<file path="src/rtl/bit_serial_adder.sv">
// Bit-serial adder: adds two WIDTH-bit operands LSB-first through a single
// structural full-adder slice, with a start/busy/done handshake.

module half_adder (
    input  logic x,
    input  logic y,
    output logic s,
    output logic c
);
    assign s = x ^ y;
    assign c = x & y;
endmodule

module full_adder_structural (
    input  logic a,
    input  logic b,
    input  logic cin,
    output logic sum,
    output logic cout
);
    logic s1_s;
    logic c1_s;
    logic c2_s;

    half_adder ha0 (.x(a),    .y(b),   .s(s1_s), .c(c1_s));
    half_adder ha1 (.x(s1_s), .y(cin), .s(sum),  .c(c2_s));

    assign cout = c1_s | c2_s;
endmodule

module bit_serial_adder #(
    parameter int WIDTH = 8
) (
    input  logic             clk,
    input  logic             rst,
    input  logic             start,
    input  logic [WIDTH-1:0] a,
    input  logic [WIDTH-1:0] b,
    input  logic             cin,
    output logic             busy,
    output logic             done,
    output logic [WIDTH-1:0] sum,
    output logic             cout
);
    localparam int CW = (WIDTH > 1) ? $clog2(WIDTH) : 1;
    localparam logic [CW-1:0] CNT_LAST = CW'(WIDTH - 1);
    localparam logic [CW-1:0] CNT_ONE  = CW'(1);

    typedef enum logic [1:0] {
        IDLE  = 2'd0,
        SHIFT = 2'd1,
        DONE  = 2'd2
    } state_t;

    state_t           state_r;
    logic [WIDTH-1:0] a_sh_r;
    logic [WIDTH-1:0] b_sh_r;
    logic [WIDTH-1:0] acc_r;
    logic             c_q_r;
    logic [CW-1:0]    cnt_r;

    logic             s_bit_s;
    logic             c_nxt_s;
    logic             load_s;
    logic             last_s;

    full_adder_structural slice (
        .a    (a_sh_r[0]),
        .b    (b_sh_r[0]),
        .cin  (c_q_r),
        .sum  (s_bit_s),
        .cout (c_nxt_s)
    );

    // Accept decode: start only counts in IDLE or DONE; a start during SHIFT is dropped.
    always_comb begin
        load_s = 1'b0;
        case (state_r)
            IDLE:    load_s = start;
            DONE:    load_s = start;
            default: load_s = 1'b0;
        endcase
        last_s = (cnt_r == CNT_LAST);
    end

    // Control FSM, operand shifters, accumulator and registered handshake/results.
    always_ff @(posedge clk) begin
        if (rst) begin
            state_r <= IDLE;
            a_sh_r  <= '0;
            b_sh_r  <= '0;
            acc_r   <= '0;
            c_q_r   <= 1'b0;
            cnt_r   <= '0;
            busy    <= 1'b0;
            done    <= 1'b0;
            sum     <= '0;
            cout    <= 1'b0;
        end else begin
            case (state_r)
                IDLE, DONE: begin
                    done <= 1'b0;
                    if (load_s) begin
                        a_sh_r  <= a;
                        b_sh_r  <= b;
                        c_q_r   <= cin;
                        cnt_r   <= '0;
                        acc_r   <= '0;
                        busy    <= 1'b1;
                        state_r <= SHIFT;
                    end else begin
                        busy    <= 1'b0;
                        state_r <= IDLE;
                    end
                end
                SHIFT: begin
                    // New sum bit enters at the MSB so bit 0 lands at acc[0] after WIDTH shifts.
                    acc_r  <= {s_bit_s, acc_r[WIDTH-1:1]};
                    a_sh_r <= {1'b0, a_sh_r[WIDTH-1:1]};
                    b_sh_r <= {1'b0, b_sh_r[WIDTH-1:1]};
                    c_q_r  <= c_nxt_s;
                    cnt_r  <= cnt_r + CNT_ONE;
                    if (last_s) begin
                        sum     <= {s_bit_s, acc_r[WIDTH-1:1]};
                        cout    <= c_nxt_s;
                        busy    <= 1'b0;
                        done    <= 1'b1;
                        state_r <= DONE;
                    end else begin
                        busy    <= 1'b1;
                        done    <= 1'b0;
                        state_r <= SHIFT;
                    end
                end
                default: begin
                    busy    <= 1'b0;
                    done    <= 1'b0;
                    state_r <= IDLE;
                end
            endcase
        end
    end
endmodule
</file>
<file path="config.mk">
export PLATFORM = sky130hd
export DESIGN_NAME = bit_serial_adder
export DESIGN_NICKNAME = d
export VERILOG_FILES = /design/src/rtl/bit_serial_adder.sv
export SDC_FILE = /design/constraint.sdc
export NUM_CORES = 1
export LEC_CHECK = 0
export BUFFER_PORTS_ARGS = -buffer_cell sky130_fd_sc_hd__buf_2
export CAP_MARGIN = 40
export CORE_ASPECT_RATIO = 0.8
export CORE_UTILIZATION = 52
export CTS_BUF_LIST = sky130_fd_sc_hd__clkbuf_4
export CTS_CLUSTER_DIAMETER = 150
export DETAILED_ROUTE_END_ITERATION = 6
export HOLD_SLACK_MARGIN = 0.08
export PLACE_DENSITY = 0.78
export SKIP_CTS_REPAIR_TIMING = 1
export SYNTH_ARGS = -nofsm -noshare
export SYNTH_HDL_FRONTEND = slang
export SYNTH_SLANG_ARGS = --single-unit
</file>
<file path="constraint.sdc">
create_clock -name clk -period 1.4 [get_ports clk]
set_input_delay 0.28 -clock clk [delete_from_list [all_inputs] [get_ports clk]]
set_output_delay 0.28 -clock clk [all_outputs]
set_load 0.05 [all_outputs]
</file>
==> results of run 1 <==
-- where the power goes --
part	internal, mW	total [mW]	switching, mW	leakage [nW]
logic	0.146	0.353	0.207	0.377
clock network	0.367	0.723	0.356	0.0426
registers	1.17	1.21	0.0393	0.319
-- layer usage --
| metal | global-route usage | wire, µm |
|---|---|---|
| met1 | 0.214 | 1560 |
| met2 | 0.391 | 1650 |
| met3 | 0.0500 | 128 |
| met4 | 0.0833 | 48 |
| met5 | 0 | 0 |
-- synthesized netlist by cell type (all sizes together) --
cell type   n  area (µm²)
fa          1        20.0
nand3      21         185
a311oi      1        15.0
nor2b       1        6.26
nor3       28         225
nand2b      3        18.8
nand2      22        82.6
dfxtp      39         781
buf        15         151
clkbuf      3        11.3
and2b       1        7.51
a21oi      21         165
o22ai      14        87.6
nor2        4        15.0
ha          2        25.0
nand3b      1        7.51
o21a        1        7.51
-- cells by family (layout without fill, tap and decap cells) --
family                     after synthesis  in the layout  synth area share
DFF                                     39             39             0.431
buffers and inverters                   18             48            0.0898
AOI/OAI and AO/OA                       37             37             0.152
and+or+nand+nor                         81             81             0.302
adders and majority gates                3              3            0.0249
-- area by class of cell --
cell class                      count  area [µm²]  share of cell area
Tap cell                           40        50.0              0.0247
Sequential cell                    39         782               0.386
Clock inverter                      3        38.8              0.0191
Multi-Input combinational cell    121         868               0.428
Timing Repair Buffer               40         250               0.123
Clock buffer                        5        37.5              0.0185
-- placed cells by master (no fill, tap or decap), types with 8 or more instances in the layout --
cell type,Yosys,layout
nor3_2,17,17
nor3_1,11,11
buf_2,5,30
a21oi_2,16,16
o22ai_1,14,14
nand3_2,16,16
dfxtp_1,39,38
nand2_1,22,22
buf_4,1,8
-- worst min-delay path by stage --
| stage | endpoint |
|---|---|
| global placement | sum[7] |
| CTS | a_sh_r[7] |
| floorplan | a_sh_r[7] |
| global route | a_sh_r[7] |
| detailed placement | sum[4] |
| finish | b_sh_r[7] |
-- sequential cells by signal, summed over array words and instances (netlist names), 2 cells and up --
signal   flops
sum          8
cnt_r        3
acc_r        7
state_r      2
a_sh_r       8
b_sh_r       8
-- worst max-delay path: stages (launching register included) --
cell	delay [ns]
dfxtp_1	0.34
ha_1	0.20
ha_1	0.20
nand3b_1	0.11
buf_4	0.18
nand2_1	0.08
a21oi_2	0.13
==> results.sh, run 1 <==
export IMPL_antennaDiodeCount=0
export IMPL_start_util=0.567
export IMPL_layout_drive_gt1_share=0.471
export IMPL_arrival_ns=1.57
export IMPL_synth_cell_area_mm2=0.00181
export IMPL_reg2reg_slack_ns=0.12
export IMPL_syn_area_per_cell_um2=10.2
export IMPL_startpoint_type="flip-flop"
export IMPL_end_kind="flip-flop"
export IMPL_fmax_ghz=0.780
export IMPL_crit_type="flip-flop to flip-flop"
export IMPL_drtPass1Iterations=4
export IMPL_maxCapViolations=0
export IMPL_hold_viol=0
export IMPL_io_pins=31
export IMPL_overflow=0
export IMPL_first_iter_violations=92
export IMPL_place_gp_congestion=0.713
export IMPL_wirelength_um=3380
export IMPL_relSlewSlack=0.749
export IMPL_cp_endpoint="sum[1]"
export IMPL_setup_viol_count_final=0
export IMPL_drtAntennaViolNets=0
export IMPL_startpoint="cnt_r[0]"
export IMPL_htree_levels=2
export IMPL_outcome="finished clean"
export IMPL_rr_endpoint="sum[1]"
export IMPL_antenna_found_initial=0
export IMPL_rows=18
export IMPL_dieArea_mm2=0.00373
export IMPL_setup_tns_ns=0
export IMPL_io_buffers=30
export IMPL_grt_pass1_vias=1329
export IMPL_die_h_um=54.8
export IMPL_yosys_warnings=0
export IMPL_grtUsageTotal=0.204
export IMPL_pre_cts_ws_ns=0.0101
export IMPL_post_route_period_util=0.916
export IMPL_placedCellCount=239
export IMPL_syn_inst=178
export IMPL_worstPathRequired_ns=1.69
export IMPL_cts_tree="done"
export IMPL_final_util=0.634
export IMPL_rr_startpoint="cnt_r[0]"
export IMPL_drv_slew=0
export IMPL_dp_hpwl_um=2370
export IMPL_placed_area_mm2=0.00194
export IMPL_grt_max_degree=40
export IMPL_cts_sink_count=39
export IMPL_fillers=275
export IMPL_period_needed_ns=1.28
export IMPL_p_per_area_mw_per_mm2=1130
export IMPL_reg2reg_depth=6
export IMPL_worstSkewPairLatency_ns=0.34
export IMPL_holdWs_ns=0.169
export IMPL_clk_transition_reported_paths_ns=0.12
export IMPL_seq_area_frac_synth=0.431
export IMPL_vias_per_cell=5.42
export IMPL_root_buffer="clkbuf_4"
export IMPL_drc=0
export IMPL_fin_skew_ns=0.0106
export IMPL_ys_ff_latch=39
export IMPL_hold_depth=3
export IMPL_grt_pass1_wl_um=5560
export IMPL_grt_setup_unrepaired="no"
export IMPL_fin_nets=230
export IMPL_cts_buffers=5
export IMPL_core_area_mm2=0.00320
export IMPL_syn_to_final_growth_pct=11.9
export IMPL_worstMarginPinSlew_ns=0.376
export IMPL_die_x_um=68.0
export IMPL_power_total_mw=2.28
export IMPL_cp_max_fo=10
export IMPL_cts_buffer_depth=2
export IMPL_holdCritPathClass="input port to flip-flop"
export IMPL_wire_per_inst_um=13.6
export IMPL_min_from="b[7]"
export IMPL_vias=1345
export IMPL_ys_types=23
export IMPL_synth_nets=201
export IMPL_vdd_ir_drop_max_uv=714
export IMPL_instances_no_fill=248
export IMPL_setup_slack_ns=0.118
export IMPL_leakage_nw=0.738
export IMPL_final_cell_area_mm2=0.00203
No activity file was read; power rests on OpenSTA's default activity.
==> run 2: changes to the inputs <==
--- a/config.mk
+++ b/config.mk
@@ -8,12 +8,13 @@
 export BUFFER_PORTS_ARGS = -buffer_cell sky130_fd_sc_hd__buf_2
 export CAP_MARGIN = 40
 export CORE_ASPECT_RATIO = 0.8
-export CORE_UTILIZATION = 52
+export CORE_UTILIZATION = 45
 export CTS_BUF_LIST = sky130_fd_sc_hd__clkbuf_4
 export CTS_CLUSTER_DIAMETER = 150
 export DETAILED_ROUTE_END_ITERATION = 6
 export HOLD_SLACK_MARGIN = 0.08
-export PLACE_DENSITY = 0.78
+export PLACE_DENSITY = 0.69
+export RECOVER_POWER = 25
 export SKIP_CTS_REPAIR_TIMING = 1
 export SYNTH_ARGS = -nofsm -noshare
 export SYNTH_HDL_FRONTEND = slang
==> run 2 against run 1 <==
Against the previous run: core utilization shrank 11 points; combinational power is essentially flat; flip-flop and latch count is the same; clock-buffer cell count grew 1; worst setup slack gained 0.0059 ns; sequential power is essentially flat; final cell count grew 5.6%; via count shrank 0.82%; first-iteration DRC count shrank 11%; wire length shrank 2.8%; largest cell class unchanged.
==> results.sh, run 2 (synthesis results as in run 1) <==
export IMPL_grt_max_degree=29
export IMPL_cts_sink_count=39
export IMPL_antennaDiodeCount=0
export IMPL_final_util=0.527
export IMPL_power_total_mw=2.12
export IMPL_grt_pass1_vias=1202
export IMPL_cp_cell_sequence="buf_2"
export IMPL_drtAntennaViolNets=0
export IMPL_startpoint_type="flip-flop"
export IMPL_rows=20
export IMPL_grt_pass1_wl_um=5620
export IMPL_outcome="finished clean"
export IMPL_wire_per_inst_um=12.6
export IMPL_leakage_nw=0.731
export IMPL_cp_slowest_cell="dfxtp_2"
export IMPL_holdCritPathClass="input port to flip-flop"
export IMPL_worstSkewPairLatency_ns=0.33
export IMPL_dieArea_mm2=0.00429
export IMPL_rr_endpoint="sum[0]"
export IMPL_post_route_period_util=0.912
export IMPL_cp_max_fo=6
export IMPL_layout_commonest_cell="dfxtp_1"
export IMPL_io_buffers=30
export IMPL_cts_buffer_depth=2
export IMPL_antenna_found_initial=0
export IMPL_reg2reg_slack_ns=0.13
export IMPL_fin_skew_ns=0.00453
export IMPL_core_area_mm2=0.00383
export IMPL_min_from="b[7]"
export IMPL_setup_tns_ns=0
export IMPL_drv_slew=0
export IMPL_final_cell_area_mm2=0.00202
export IMPL_cpPeakStageDelay_ns=0.39
export IMPL_fmax_ghz=0.783
export IMPL_grt_setup_unrepaired="no"
export IMPL_reg_top3="a_sh_r x8, b_sh_r x8, sum x8"
export IMPL_layout_drive_gt1_share=0.440
export IMPL_vdd_ir_drop_max_uv=492
export IMPL_reg2reg_depth=6
export IMPL_final_cell_mix="dfxtp_1 (38), buf_2 (30), nand2_1 (22), nor3_2 (17), nand3_2 (15)"
export IMPL_worstPathRequired_ns=1.12
export IMPL_io_pins=31
export IMPL_end_kind="output pin"
export IMPL_grt_busiest_layer="met2"
export IMPL_vias_per_cell=5.09
export IMPL_hold_depth=3
export IMPL_vias=1334
export IMPL_cts_buffers=5
export IMPL_cp_depth=1
export IMPL_worstHoldEndpoint="b_sh_r[7]"
export IMPL_rr_startpoint="cnt_r[0]"
export IMPL_htree_levels=2
export IMPL_setup_viol_count_final=0
export IMPL_hold_viol=0
export IMPL_grtUsageTotal=0.175
export IMPL_met3_usage=0.0462
export IMPL_use_met2=0.270
export IMPL_critPathTopFamily="flip-flops"
export IMPL_syn_to_final_growth_pct=11.5
export IMPL_fin_nets=229
export IMPL_placed_area_mm2=0.00199
export IMPL_cts_tree="done"
export IMPL_root_buffer="clkbuf_4"
export IMPL_path_buf_inv=1
export IMPL_start_util=0.473
export IMPL_period_needed_ns=1.28
export IMPL_clk_transition_reported_paths_ns=0.11
export IMPL_grt_use_met1=0.238
export IMPL_place_gp_congestion=0.717
export IMPL_worstMarginPinSlew_ns=0.356
export IMPL_drc=0
export IMPL_holdWs_ns=0.178
export IMPL_dp_hpwl_um=2130
export IMPL_drtPass1Iterations=4
export IMPL_die_h_um=58.8
export IMPL_overflow=0
export IMPL_arrival_ns=1.00
export IMPL_crit_type="flip-flop to output pin"
export IMPL_first_iter_violations=82
export IMPL_maxCapViolations=0
export IMPL_p_per_area_mw_per_mm2=1050
export IMPL_wirelength_um=3290
export IMPL_relSlewSlack=0.763
export IMPL_die_x_um=72.9
run 2: power breakdown:
part,switching [mW],total (mW),internal (mW)
Combinational,0.203,0.355,0.152
Sequential,0.0388,1.21,1.17
Clock,0.356,0.562,0.206
Total,0.598,2.12,1.53
run 2: cell type report:
cell class                      count  area, µm²
Clock inverter                      2       7.51
Fill cell                         374       1810
Tap cell                           55       68.8
Sequential cell                    39        782
Timing Repair Buffer               39        268
Clock buffer                        6       45.0
Multi-Input combinational cell    121        848
run 2: per-layer routing:
metal,wire length (µm),vias to the layer above
met5,0,-
met4,21,0
met3,122,2
met2,1440,22
met1,1710,622
li1,-,688
run 2: worst max path at each step:
stage | from | endpoint | slack, ns
global placement | cnt_r[0] | sum[1] | 0.08
finish | state_r[0] | busy | 0.12
global route | state_r[0] | sum[7] | 0.04
CTS | cnt_r[0] | sum[4] | -0.02
floorplan | cnt_r[0] | sum[1] | 0.07
detailed placement | cnt_r[0] | sum[4] | 0.00005
run 2: worst register-to-register path, cell delays in order (launching register included):
cell and delay (ns):
dfxtp_1 0.34, ha_1 0.20, ha_1 0.19, nand3b_1 0.08, buf_4 0.18, nand2_1 0.09, a21oi_2 0.13
run 2: per-stage QoR:
| stage | worst slack [ns] | cells |
|---|---|---|
| after floorplan | 0.0674 | 178 |
| after global placement | 0.0848 | 253 |
| after detailed placement | 0.0000501 | 253 |
| after CTS | -0.0245 | 261 |
| after global routing | 0.0424 | 262 |
| final | 0.124 | 262 |
==> run 3: changes to the inputs <==
--- a/config.mk
+++ b/config.mk
@@ -8,6 +8,7 @@
 export BUFFER_PORTS_ARGS = -buffer_cell sky130_fd_sc_hd__buf_2
 export CAP_MARGIN = 40
 export CORE_ASPECT_RATIO = 0.8
+export CORE_MARGIN = 2
 export CORE_UTILIZATION = 45
 export CTS_BUF_LIST = sky130_fd_sc_hd__clkbuf_4
 export CTS_CLUSTER_DIAMETER = 150
==> run 3 against run 2 <==
Against the previous run: combinational power is 1% lower; core utilization hardly changed; sequential share of layout area hardly changed; via count is 0.75% lower; first-iteration DRC count is 8.5% higher; flip-flop and latch count stayed put; sequential power hardly changed; clock-buffer cell count is 1 lower; critical endpoint unchanged.
==> results.sh, run 3 (synthesis results as in run 1) <==
export IMPL_worstSkewPairLatency_ns=0.36
export IMPL_p_per_area_mw_per_mm2=1060
export IMPL_grtUsageTotal=0.165
export IMPL_power_total_mw=2.14
export IMPL_hold_depth=3
export IMPL_io_buffers=30
export IMPL_grt_use_met1=0.205
export IMPL_vdd_ir_drop_max_uv=378
export IMPL_path_buf_inv=1
export IMPL_drtPass1Iterations=4
export IMPL_wire_per_inst_um=12.6
export IMPL_end_kind="output pin"
export IMPL_period_needed_ns=1.31
export IMPL_layout_commonest_cell="dfxtp_1"
export IMPL_grt_setup_unrepaired="no"
export IMPL_use_met2=0.261
export IMPL_worstMarginPinSlew_ns=0.242
export IMPL_worstHoldEndpoint="b_sh_r[7]"
export IMPL_reg_top3="a_sh_r x8, b_sh_r x8, sum x8"
export IMPL_setup_viol_count_final=0
export IMPL_relSlewSlack=0.839
export IMPL_rr_endpoint="sum[7]"
export IMPL_arrival_ns=1.03
export IMPL_holdCritPathClass="input port to flip-flop"
export IMPL_fin_skew_ns=0.00903
export IMPL_grt_max_degree=40
export IMPL_worstPathRequired_ns=1.12
export IMPL_cts_buffers=5
export IMPL_antennaDiodeCount=0
export IMPL_rr_startpoint="cnt_r[0]"
export IMPL_grt_pass1_wl_um=5490
export IMPL_cts_buffer_depth=2
export IMPL_dieArea_mm2=0.00455
export IMPL_wirelength_um=3300
export IMPL_outcome="finished clean"
export IMPL_cp_cell_sequence="buf_2"
export IMPL_clk_transition_reported_paths_ns=0.12
export IMPL_first_iter_violations=89
export IMPL_crit_type="flip-flop to output pin"
export IMPL_final_cell_mix="dfxtp_1 (38), buf_2 (30), nand2_1 (22)"
export IMPL_met3_usage=0.0449
export IMPL_post_route_period_util=0.933
export IMPL_reg2reg_slack_ns=0.12
export IMPL_startpoint_type="flip-flop"
export IMPL_cp_slowest_cell="dfxtp_2"
export IMPL_fmax_ghz=0.766
export IMPL_syn_to_final_growth_pct=11.4
export IMPL_min_from="b[7]"
export IMPL_instances_no_fill=261
export IMPL_maxCapViolations=0
export IMPL_antenna_found_initial=0
export IMPL_hold_viol=0
export IMPL_cts_sink_count=39
export IMPL_drc=0
export IMPL_place_gp_congestion=0.708
export IMPL_die_x_um=74.9
export IMPL_overflow=0
export IMPL_reg2reg_depth=6
export IMPL_cp_max_fo=6
export IMPL_rows=20
export IMPL_cpPeakStageDelay_ns=0.40
export IMPL_drv_slew=0
export IMPL_vias_per_cell=5.07
export IMPL_start_util=0.473
export IMPL_core_area_mm2=0.00383
export IMPL_io_pins=31
export IMPL_fin_nets=228
export IMPL_root_buffer="clkbuf_4"
export IMPL_dp_hpwl_um=2110
export IMPL_critPathTopFamily="flip-flops"
export IMPL_grt_busiest_layer="met2"
export IMPL_vias=1324
export IMPL_cts_tree="done"
export IMPL_placedCellCount=252
export IMPL_die_h_um=60.8
export IMPL_drtAntennaViolNets=0
export IMPL_htree_levels=2
export IMPL_setup_tns_ns=0
export IMPL_leakage_nw=0.718
export IMPL_layout_drive_gt1_share=0.451
export IMPL_grt_pass1_vias=1268
[run 3: cell type report]
class | count | area, µm²
fillers | 356 | 1810
multi-input cells | 121 | 850
flip-flops and latches | 39 | 782
repair buffers | 38 | 260
clock buffers | 5 | 37.5
clock inverters | 3 | 20.0
well taps | 55 | 68.8
[run 3: how the worst max path moves through the flow]
| stage | start | to | slack, ns | cells after the start |
|---|---|---|---|---|
| after floorplan | cnt_r[0] | sum[1] | 0.07 | 6 |
| after global placement | cnt_r[0] | sum[0] | 0.08 | 5 |
| after global routing | cnt_r[0] | sum[7] | 0.03 | 6 |
| after detailed placement | cnt_r[0] | cout | 0.04 | 5 |
| after CTS | cnt_r[0] | sum[4] | 0.03 | 5 |
| final | state_r[0] | busy | 0.09 | 1 |
[run 3: metrics by stage]
| stage | area [µm²] | hold slack, ns | worst slack [ns] | util |
|---|---|---|---|---|
| final | 2020 | 0.148 | 0.0938 | 0.527 |
| after global routing | 2020 | 0.130 | 0.0333 | 0.527 |
| after CTS | 2030 | 0.132 | 0.0269 | 0.530 |
| after detailed placement | 1970 | 0.457 | 0.0425 | 0.515 |
| after global placement | 1970 | 0.444 | 0.0766 | 0.515 |
| after floorplan | 1810 | 0.425 | 0.0674 | - |
[run 3: report_power, final]
group          internal (mW)  switching [mW]
Clock                  0.192           0.393
Combinational          0.149           0.201
Sequential              1.17          0.0378
[run 3: layer usage]
metal,vias to the layer above,wire (µm)
met3,6,150
met1,608,1630
met2,23,1490
met5,-,0
li1,687,-
met4,0,36
